===== config.mk =====
export PLATFORM = sky130hd
export DESIGN_NAME = fp_toplama_hakem
export DESIGN_NICKNAME = d
export VERILOG_FILES = /design/src/rtl/fp_toplama_hakem.sv
export SDC_FILE = /design/constraint.sdc
export NUM_CORES = 1
export LEC_CHECK = 0
export CAP_MARGIN = 0
export CORE_UTILIZATION = 30
export DETAILED_ROUTE_END_ITERATION = 10
export PLACE_DENSITY_LB_ADDON = 0.25
export SYNTH_ARGS = -nofsm -noshare
export SYNTH_HDL_FRONTEND = slang
export SYNTH_SLANG_ARGS = --single-unit
export TNS_END_PERCENT = 30

===== constraint.sdc =====
create_clock -name clk_i -period 6.95 [get_ports clk_i]
set_clock_uncertainty 0.2 [all_clocks]
set_input_delay 1.0425 -clock clk_i [delete_from_list [all_inputs] [get_ports clk_i]]
set_output_delay 1.0425 -clock clk_i [all_outputs]
set_load 0.01 [all_outputs]

===== src/rtl/fp_toplama_hakem.sv =====
`default_nettype none
// ============================================================================
// Module      : fp_toplama_hakem
// Description : Round-robin arbiter/sequencer sharing one fp_toplama
//               floating-point adder between N requesters. Accepts operand
//               pairs over valid/ready handshakes, drives the adder enable and
//               operands, waits for the adder's done strobe under a watchdog,
//               and returns the sum tagged with the owning requester ID.
//               Every operation ends with a one-cycle enable drop so the adder
//               clears its internal state before the next operation.
// Ports       :
//   clk_i, rst_ni            clock (rising edge), async active-low reset
//   req_valid_i/req_ready_o  per-requester handshake (ready is one-hot/zero)
//   req_g1_i/req_g2_i        packed operands, requester k at [k*b +: b]
//   add_en_o, add_g1_o/g2_o  adder enable and operands
//   add_done_i, add_toplam_i adder result strobe and sum
//   res_valid_o/res_ready_i  result handshake
//   res_toplam_o, res_id_o   result sum and owner ID
//   res_err_o                adder timed out (sum forced to 0)
//   busy_o                   sequencer not idle
// Revision    : 1.0 - initial release
// ============================================================================
module fp_toplama_hakem #(
    parameter int b       = 32,
    parameter int N       = 4,
    parameter int IDW     = 2,
    parameter int TIMEOUT = 16
) (
    input  logic           clk_i,
    input  logic           rst_ni,
    input  logic [N-1:0]   req_valid_i,
    output logic [N-1:0]   req_ready_o,
    input  logic [N*b-1:0] req_g1_i,
    input  logic [N*b-1:0] req_g2_i,
    output logic           add_en_o,
    output logic [b-1:0]   add_g1_o,
    output logic [b-1:0]   add_g2_o,
    input  logic           add_done_i,
    input  logic [b-1:0]   add_toplam_i,
    output logic           res_valid_o,
    input  logic           res_ready_i,
    output logic [b-1:0]   res_toplam_o,
    output logic [IDW-1:0] res_id_o,
    output logic           res_err_o,
    output logic           busy_o
);

    // Counter only has to reach TIMEOUT-1.
    localparam int                 c_cnt_w   = $clog2(TIMEOUT);
    localparam logic [c_cnt_w-1:0] c_cnt_last = c_cnt_w'(TIMEOUT - 1);

    typedef enum logic [1:0] {
        S_IDLE    = 2'd0,
        S_ISSUE   = 2'd1,
        S_RESP    = 2'd2,
        S_RELEASE = 2'd3
    } state_t;

    state_t             state_q,  state_d;
    logic [IDW-1:0]     rr_ptr_q, rr_ptr_d;
    logic [c_cnt_w-1:0] cnt_q,    cnt_d;
    logic [b-1:0]       g1_q,     g1_d;
    logic [b-1:0]       g2_q,     g2_d;
    logic [IDW-1:0]     id_q,     id_d;
    logic [b-1:0]       sum_q,    sum_d;
    logic               err_q,    err_d;

    logic [N-1:0]       w_grant_oh;
    logic [IDW-1:0]     w_grant_idx;
    logic               w_grant_vld;
    logic [b-1:0]       w_sel_g1;
    logic [b-1:0]       w_sel_g2;

    // (p + off) mod N for off in [0, N]; p is always < N.
    function automatic logic [IDW-1:0] wrap_inc(input logic [IDW-1:0] p, input int off);
        int s;
        s = int'(p) + off;
        if (s >= N) begin
            s = s - N;
        end
        return s[IDW-1:0];
    endfunction

    // Round-robin pick: first valid requester starting at rr_ptr_q.
    always_comb begin
        w_grant_oh  = '0;
        w_grant_idx = '0;
        w_grant_vld = 1'b0;
        for (int i = 0; i < N; i++) begin
            if (!w_grant_vld && req_valid_i[wrap_inc(rr_ptr_q, i)]) begin
                w_grant_vld = 1'b1;
                w_grant_idx = wrap_inc(rr_ptr_q, i);
            end
        end
        if (w_grant_vld) begin
            w_grant_oh[w_grant_idx] = 1'b1;
        end
    end

    // Operand mux driven by the one-hot grant.
    always_comb begin
        w_sel_g1 = '0;
        w_sel_g2 = '0;
        for (int k = 0; k < N; k++) begin
            if (w_grant_oh[k]) begin
                w_sel_g1 = req_g1_i[k*b +: b];
                w_sel_g2 = req_g2_i[k*b +: b];
            end
        end
    end

    always_ff @(posedge clk_i or negedge rst_ni) begin
        if (!rst_ni) begin
            state_q  <= S_IDLE;
            rr_ptr_q <= '0;
            cnt_q    <= '0;
            g1_q     <= '0;
            g2_q     <= '0;
            id_q     <= '0;
            sum_q    <= '0;
            err_q    <= 1'b0;
        end else begin
            state_q  <= state_d;
            rr_ptr_q <= rr_ptr_d;
            cnt_q    <= cnt_d;
            g1_q     <= g1_d;
            g2_q     <= g2_d;
            id_q     <= id_d;
            sum_q    <= sum_d;
            err_q    <= err_d;
        end
    end

    always_comb begin
        state_d      = state_q;
        rr_ptr_d     = rr_ptr_q;
        cnt_d        = cnt_q;
        g1_d         = g1_q;
        g2_d         = g2_q;
        id_d         = id_q;
        sum_d        = sum_q;
        err_d        = err_q;

        // Ready is also masked by reset so every output reads 0 while
        // rst_ni is low, even if requesters keep their valids up.
        req_ready_o  = '0;
        add_en_o     = 1'b0;
        add_g1_o     = g1_q;
        add_g2_o     = g2_q;
        res_valid_o  = 1'b0;
        res_toplam_o = '0;
        res_id_o     = '0;
        res_err_o    = 1'b0;
        busy_o       = 1'b1;

        case (state_q)
            S_IDLE: begin
                busy_o   = 1'b0;
                add_g1_o = '0;
                add_g2_o = '0;
                if (rst_ni) begin
                    req_ready_o = w_grant_oh;
                end
                // Ready is raised for the granted requester whenever it is
                // valid, so a valid grant is the handshake itself.
                if (w_grant_vld) begin
                    g1_d     = w_sel_g1;
                    g2_d     = w_sel_g2;
                    id_d     = w_grant_idx;
                    rr_ptr_d = wrap_inc(w_grant_idx, 1);
                    cnt_d    = '0;
                    state_d  = S_ISSUE;
                end
            end

            S_ISSUE: begin
                add_en_o = 1'b1;
                cnt_d    = cnt_q + 1'b1;
                // Done is checked first so a strobe on the last allowed
                // cycle still delivers the real sum.
                if (add_done_i) begin
                    sum_d   = add_toplam_i;
                    err_d   = 1'b0;
                    state_d = S_RESP;
                end else if (cnt_q == c_cnt_last) begin
                    sum_d   = '0;
                    err_d   = 1'b1;
                    state_d = S_RESP;
                end
            end

            S_RESP: begin
                // Enable stays high so the adder keeps its result.
                add_en_o     = 1'b1;
                res_valid_o  = 1'b1;
                res_toplam_o = sum_q;
                res_id_o     = id_q;
                res_err_o    = err_q;
                if (res_ready_i) begin
                    state_d = S_RELEASE;
                end
            end

            S_RELEASE: begin
                // Single enable-low cycle that clears the adder.
                state_d = S_IDLE;
            end

            default: begin
                state_d = S_IDLE;
            end
        endcase
    end

endmodule
`default_nettype wire


==> metrics.txt <==
nature of the critical path endpoint output port; crit path kind in -> out; Die Span X 155 um; VDD IR max 0.221 mV; die area 0.0240 mm2; boundary pin count 402; Initial Utilization 30.8%; Vias/cell 5.13; Max Cap Viol 0; status finished, final reports clean; top_reg_cell synth dfrtp_1; Buffers on Ports 401; first-pass GRT wire length 42800 um; Root Buffer clkbuf_16; commonest non-fill, non-tap cells in the layout clkdlybuf4s50_1 (400), a21oi_1 (194), dfrtp_1 (107); most common cell after layout, fill and taps aside clkdlybuf4s50_1; worst r2r src rr_ptr_q[1]$_DFFE_PN0P_; pre-CTS setup slack 1.98 ns; top-area cell type share of the netlist area 38.2%; Hold WC Path Type in -> async; Final Hold Violating Endpoints 0; Final setup viols 0; Reg clk slew, reported paths 0.08 ns; CTS max path bufs 2; GP Congestion 0.853; GRT met2 Usage 39.0%; top cells by area, synth dfrtp_1 (38%), a21oi_1 (14%), a221o_1 (9.3%); Syn. warnings 0; die height 155 um; vias in the first global route 7497; final-report max-slew violation count 0; clk_lat worst skew 0.36 ns; unrepaired setup endpoints after global routing false; TNS Setup 0 ns; first-iteration detailed-routing DRC count 417; syn_nets 1151; post-CTS resize count 0; Area Growth Syn to Fin 64.2%; M1 GR Usage 27.0%; row cnt 55; Critical Path Start Type input port; H-tree levels 3; busiest grt layer met2; critical path fanouts, max 64; sequential area share after synthesis 38.2%; Final Cycle Share 71.5%; EDFF count, synth 0; area occupied by multi-input gates 0.00379 mm2; R2R Path End g1_q[14]$_DFFE_PN0P_; synthesis-stage register bit count 107; R2R setup slack 3.69 ns; Remaining Overflow, GRT 0; CTS Buf Count 9; CP required 5.71 ns; share of synthesized registers carrying an async set or reset 100%; Worst Max-Slew Pin Slew 1.16 ns; post-route ant nets 0; P_leak 0.00463 uW; Mapped Cells 847; CTS tree done; Fillers 2175; area of the core 0.0228 mm2; antenna violations before repair 5; Post-Syn Area 0.00702 mm2; GR Util met3 7.21%; syn avg cell area 8.28 um2; share of layout cells above drive strength 1 3.11%; minimum clock period 4.97 ns; PwrDens 400 mW/mm2; Setup Buffers After CTS 0; headroom to the max-slew limit 22.5%; Remaining DRCs 0; GRT Resource Usage Total 23.2%; via count 7745; min setup slack post-route 1.98 ns; drt wl/cell 18.7 um; Register-to-Register Path Depth 8; largest net degree at the start of global routing 99; DRT Pass-1 Iters 4; area leader, netlist dfrtp_1; CTS Hold Bufs 0; CP Data Arrival Time 3.73 ns; Cell variety after synth 42; Routed WL 28300 um; hpwl dp 20300 um; register area 0.00268 mm2; clock sink count 107; Fmax 0.201 GHz; fin nets 1489
[sequential cells by signal, indices dropped and copies added, names as in the netlist]
signal	flops
g1_q	32
g2_q	32
sum_q	32
cnt_q	4
id_q	2
rr_ptr_q	2
state_q	2
err_q	1
[cells in the mapped netlist, types with 8 or more instances]
| cell | instances |
|---|---|
| clkbuf_1 | 63 |
| ha_1 | 8 |
| nand3b_1 | 67 |
| a221o_1 | 65 |
| inv_1 | 70 |
| and2_1 | 37 |
| dfrtp_1 | 107 |
| nor2_1 | 70 |
| nor2b_1 | 64 |
| nand2_1 | 8 |
| a22o_1 | 32 |
| a21oi_1 | 194 |
| buf_2 | 11 |
[worst max path at each step]
stage	from	depth (start not counted)	slack (ns)	endpoint
after detailed placement	req_valid_i[1]	7	1.98	req_ready_o[3]
after global routing	req_valid_i[1]	7	1.79	req_ready_o[3]
final	req_valid_i[3]	7	1.98	req_ready_o[3]
after global placement	req_valid_i[1]	7	1.99	req_ready_o[3]
after CTS	req_valid_i[1]	7	1.97	req_ready_o[3]
after floorplan	req_valid_i[3]	7	3.24	req_ready_o[0]
[through the flow]
stage	utilization, %	std cells	power (uW)	area [um2]	hold slack [ns]
CTS	50.5	1503	4660	11500	0.266
floorplan	-	847	2810	7020	0.241
global route	50.6	1508	4970	11500	0.262
global placement	49.3	1487	4080	11200	0.280
detailed placement	49.3	1487	4120	11200	0.283
finish	50.6	1509	4600	11500	0.284
[routing by layer]
layer	vias up	routed length, um
met5	-	0
met1	3704	11100
met3	52	2340
met4	0	1030
met2	314	13800
li1	3675	-
[layout make-up]
type / instances / share of cell area (%)
Inverter: 70 / 2.28
Multi-Input combinational cell: 585 / 32.9
Tap cell: 313 / 3.40
Sequential cell: 107 / 23.2
Clock inverter: 7 / 0.511
Antenna cell: 6 / 0.130
Clock buffer: 9 / 1.96
Timing Repair Buffer: 412 / 35.5
[logic make-up after synthesis]
| group | count (synthesis) | share of synthesized area, % |
|---|---|---|
| AO/OA/AOI/OAI | 312 | 29.6 |
| XOR/XNOR | 1 | 0.125 |
| adder cells (fa/ha/maj) | 8 | 1.43 |
| buffers and inverters | 155 | 8.70 |
| flip-flops | 107 | 38.2 |
| multiplexers | 2 | 0.285 |
| AND/OR/NAND/NOR | 262 | 21.7 |
[where the power goes]
part           internal, uW  switching, uW
logic                  1490           1510
clock network           250            261
registers               940            154
[worst max-delay path: stages]
cell	delay, ns
clkdlybuf4s50_1	0.65
mux2i_1	0.12
nand2_1	0.14
and3_1	0.31
ha_4	0.67
and3_1	0.26
clkdlybuf4s50_1	0.53
(Power assumes the default switching activity.)
